<file path="src/rtl/dac_pkg.sv">
// Shared constants and sample type for the I2S DAC path.
package dac_pkg;

    localparam int DAC_SAMPLE_WIDTH = 24;
    localparam int DAC_FRAME_BITS   = 48;

    typedef logic signed [23:0] dac_sample_t;

endpackage

</file>
<file path="src/rtl/i2s_dac_transmitter.sv">
// I2S stereo serialiser for an external audio DAC, clk is the bit clock.
// Define DAC_LEFT_JUSTIFIED_EN for left-justified framing (no one-bit delay).
module i2s_dac_transmitter
    import dac_pkg::*;
#(
    parameter int WIDTH = DAC_SAMPLE_WIDTH
) (
    input  logic             clk,
    input  logic             rstn,
    input  logic             enable,
    input  logic [WIDTH-1:0] left_data,
    input  logic [WIDTH-1:0] right_data,
    output logic             sclk,
    output logic             lrclk,
    output logic             sd
);

    localparam int FB = 2 * WIDTH;
    localparam int CW = $clog2(FB);
    localparam logic [CW-1:0] LAST = CW'(FB - 1);
    localparam logic [CW-1:0] HALF = CW'(WIDTH);

    logic [CW-1:0] c;
    logic [CW-1:0] c_next;
    logic [FB-1:0] shreg;
    logic          run;
    logic          lrclk_q;
    logic          sd_q;
    logic          capture;
`ifndef DAC_LEFT_JUSTIFIED_EN
    logic          pend;
`endif

    always_comb begin
        c_next  = (c == LAST) ? '0 : c + CW'(1);
        capture = (c_next == '0);
    end

    // Idle (enable low) is indistinguishable from reset state.
    always_ff @(posedge clk or negedge rstn) begin
        if (!rstn) begin
            c       <= LAST;
            shreg   <= '0;
            run     <= 1'b0;
            lrclk_q <= 1'b0;
            sd_q    <= 1'b0;
`ifndef DAC_LEFT_JUSTIFIED_EN
            pend    <= 1'b0;
`endif
        end else if (!enable) begin
            c       <= LAST;
            shreg   <= '0;
            run     <= 1'b0;
            lrclk_q <= 1'b0;
            sd_q    <= 1'b0;
`ifndef DAC_LEFT_JUSTIFIED_EN
            pend    <= 1'b0;
`endif
        end else begin
            run     <= 1'b1;
            c       <= c_next;
            lrclk_q <= (c_next >= HALF);
            if (capture) begin
`ifdef DAC_LEFT_JUSTIFIED_EN
                shreg <= {left_data, right_data} << 1;
                sd_q  <= left_data[WIDTH-1];
`else
                // Previous right LSB goes out first; this frame's is held back.
                shreg <= {left_data, right_data};
                sd_q  <= pend;
                pend  <= right_data[0];
`endif
            end else begin
                sd_q  <= shreg[FB-1];
                shreg <= {shreg[FB-2:0], 1'b0};
            end
        end
    end

    // run only changes while clk is high, so this AND cannot glitch.
    assign sclk  = ~clk & run;
    assign lrclk = lrclk_q;
    assign sd    = sd_q;

endmodule

</file>
<file path="config.mk">
export PLATFORM = sky130hd
export DESIGN_NAME = i2s_dac_transmitter
export DESIGN_NICKNAME = d
export VERILOG_FILES = /design/src/rtl/dac_pkg.sv /design/src/rtl/i2s_dac_transmitter.sv
export SDC_FILE = /design/constraint.sdc
export NUM_CORES = 1
export LEC_CHECK = 0
export CAP_MARGIN = 20
export CORE_ASPECT_RATIO = 1.4
export CORE_MARGIN = 8
export CORE_UTILIZATION = 55
export CTS_CLUSTER_DIAMETER = 60
export CTS_CLUSTER_SIZE = 10
export DETAILED_ROUTE_END_ITERATION = 16
export MAX_ROUTING_LAYER = met4
export PLACE_DENSITY = 0.85
export RECOVER_POWER = 100
export SETUP_SLACK_MARGIN = 0.3
export SYNTH_ARGS = -nofsm -noshare
export SYNTH_HDL_FRONTEND = slang
export SYNTH_SLANG_ARGS = --single-unit
</file>
<file path="constraint.sdc">
create_clock -name clk -period 3.6 [get_ports clk]
set_clock_uncertainty 0.15 [all_clocks]
set_input_delay 0.72 -clock clk [delete_from_list [all_inputs] [get_ports clk]]
set_output_delay 0.72 -clock clk [all_outputs]
set_load 0.02 [all_outputs]
</file>
==> reports/results.txt, run 1 <==
Status - finished with violations
Failing checks - max-capacitance violations, max-slew violations
Die W - 74.9 um
Met3 Use GR - 0.0769
Mapped Nets - 319
PwrDens - 543 nW/um2
Top cells by area, synth - dfrtp_1 (50%), mux2i_1 (19%), nand2_1 (15%), dfstp_2 (4.9%), clkbuf_1 (2.1%)
Initial cell density of the core - 0.560
GR Layer Usage met2 - 0.255
Critical path required time - 2.73 ns
Worst-path clk slew - 0.07 ns
Synthesized cell area - 2670 um2
Filler cells - 361
Peak VDD IR - 0.000371 V
Post-synthesis adder-cell area fraction - 0.00938
Critical path launch point type - clock port
Power Total - 0.00187 W
Dpl ws - 0.254 ns
Largest area contributor in the netlist - dfrtp_1
Placed Cells incl. Taps - 370
Grt total ovfl - 0
Pleak - 1.53 nW
GR met1 Demand/Resource - 0.188
Post-DP HPWL - 3700 um
Ys flop type - dfrtp_1
Fin nets - 375
Setup bufs post-CTS - 0
#FFs+latches synth - 58
Vias per cell - 5.12
Main combinational cell family by area after synthesis - multiplexers
Cell Count, Final, Fillers Out - 391
Post-synth EDFFs - 0
Die height - 98.4 um
Max-slew headroom - -0.127
First-pass GRT wire length - 9310 um
GRT Overall Usage - 0.174
Crit-path max cell delay - 0.26 ns
Number of I/O pins - 54
Mapped Cells - 266
WP data arrival - 2.41 ns
Cell breakdown of the critical path - clkbuf_8, clkbuf_8, nor2b_1, clkbuf_1
Synthesis-to-layout area growth - 29.4%
Synth Area in Simple Gates - 0.182
Xor and xnor area share after synthesis - 0.00328
Max-cap violations - 1
Setup violators final - 0
Ant. Diodes - 0
DR pass1 iterations - 4
Antenna viol nets, final - 0
Core region area - 4770 um2
Commonest cells post-synth - nand2_1 (105), dfrtp_1 (53), mux2i_1 (50)
CP delay by family, top - buffers and inverters
# DRC - 0
Final WS setup - 0.316 ns
Routability cong. - 0.823
Kind of critical path - clk2out
Most used cell, CP - clkbuf_8
Via count of the first global-routing pass - 2,121
Per-cell routed wire length - 14.3 um
Slowest CP cell - clkbuf_1
Row cnt - 30
Port bufs - 53
First-iteration detailed-routing DRC count - 124
Busiest layer in global routing - met2
Synth Area per Inst - 10.0 um2
Yosys cell types - 29
RSZ-0062 raised after global routing - false
Mux contribution to synthesized area - 0.188
DIE AREA - 7370 um2
Worst Path Buf+Inv - 3
Most frequent cell after synthesis - nand2_1
Vias post-DR - 2,000
Slew Viols, Final - 41
Synth top area share - 0.497
Initial antenna violation count - 0
Setup TNS - 0 ns
Final Routed Wirelength - 5600 um
Least-Margin Pin Slew - 1.69 ns
Clock Latency Late Sink - 0.44 ns
Share of synthesized registers carrying an async set or reset - 1.00
Sequential cell area fraction in the yosys report - 0.546
Synth Warn # - 0
CTS tree - done
CP Max Fanout - 2
Compound-gate portion of the synthesized area - 0.0338
Share of post-route cells with drive strength above 1 - 0.0826
CP Capture Type - output pin
Largest net degree at the start of global routing - 49
Hold Fails Final Rpt - 0
Hold WC Path Type - reg2reg
## kinds of logic (layout without fill, tap and decap cells)
logic type / count (synthesis) / after routing
DFF: 58 / 58
adders and majority gates: 2 / 2
buffers and inverters: 22 / 83
and+or+nand+nor: 120 / 120
AOI/OAI and AO/OA: 13 / 13
muxes: 50 / 50
xor gates and xnor gates: 1 / 1
## cell usage in the layout (no fill, tap or decap), types with 2 or more instances in the layout
cell             count
dlygate4sd3_1        3
dfstp_2              4
clkinv_2             3
clkbuf_8            14
nand3_1              2
clkdlybuf4s50_1     48
a21oi_1              4
ha_1                 2
buf_4                3
clkbuf_2             2
nand2_1            105
dfrtp_1             53
clkbuf_1             7
inv_1                2
and3_1               3
nor3_1               2
nor2_1               2
mux2i_1             50
## power breakdown
part | switching (W) | internal (W)
clock network | 0.000263 | 0.000358
registers | 0.0000586 | 0.000756
logic | 0.000224 | 0.000214
total | 0.000545 | 0.00133
## layer usage
metal | up-vias | part of all wire
li1 | 979 | -
met1 | 949 | 0.41
met2 | 58 | 0.51
met3 | 14 | 0.055
met4 | 0 | 0.023
met5 | - | 0
## metrics by stage
stage          hold WS (ns)  area (um2)  utilization
3_3_place_gp          0.342        3230        0.678
2_1_floorplan         0.274        2670            -
6_report              0.354        3450        0.724
5_1_grt               0.374        3450        0.724
3_5_place_dp          0.354        3230        0.678
4_1_cts               0.327        3440        0.723
## path summary, 6_finish.rpt
check,to,slack (ns),depth (start not counted),startpoint
max,sclk,0.32,4,clk
min,shreg[35],0.35,2,shreg[34]
max reg2reg,shreg[12],0.93,6,c[0]
min reg2reg,shreg[35],0.35,2,shreg[34]
max in group asynchronous,shreg[12],0.62,4,rstn
min in group asynchronous,shreg[41],0.58,2,rstn
## state kept, by name, indices dropped and copies added (netlist names)
name   count
lrclk      1
pend       1
run        1
shreg     48
c          6
sd         1
## layout make-up
cell class	count	area [um2]	area share
well taps	64	80.1	0.0232
flip-flops and latches	58	1460	0.422
multi-input cells	186	1120	0.323
inverters	2	7.51	0.00218
clock inverters	3	15.0	0.00435
repair buffers	61	571	0.165
clock buffers	17	204	0.0591
## timing repair
item,CTS,global route
endpoints found under the setup margin,1,0
endpoints found under the hold margin,0,8
gates resized for setup,4,0
hold buffers,0,1
## tightest hold or removal path, stage by stage, from the launching register on
cell	delay, ns
dfrtp_1	0.35
nand2_1	0.06
mux2i_1	0.06
Note: power is estimated with default switching activity, not from simulation.
==> run 2: changes to the inputs <==
--- a/config.mk
+++ b/config.mk
@@ -9,7 +9,7 @@
 export CORE_ASPECT_RATIO = 1.4
 export CORE_MARGIN = 8
 export CORE_UTILIZATION = 55
-export CTS_CLUSTER_DIAMETER = 60
+export CTS_CLUSTER_DIAMETER = 150
 export CTS_CLUSTER_SIZE = 10
 export DETAILED_ROUTE_END_ITERATION = 16
 export MAX_ROUTING_LAYER = met4
==> results of run 2 <==
The final DEF is identical to that of run 1; final timing and power are the same.
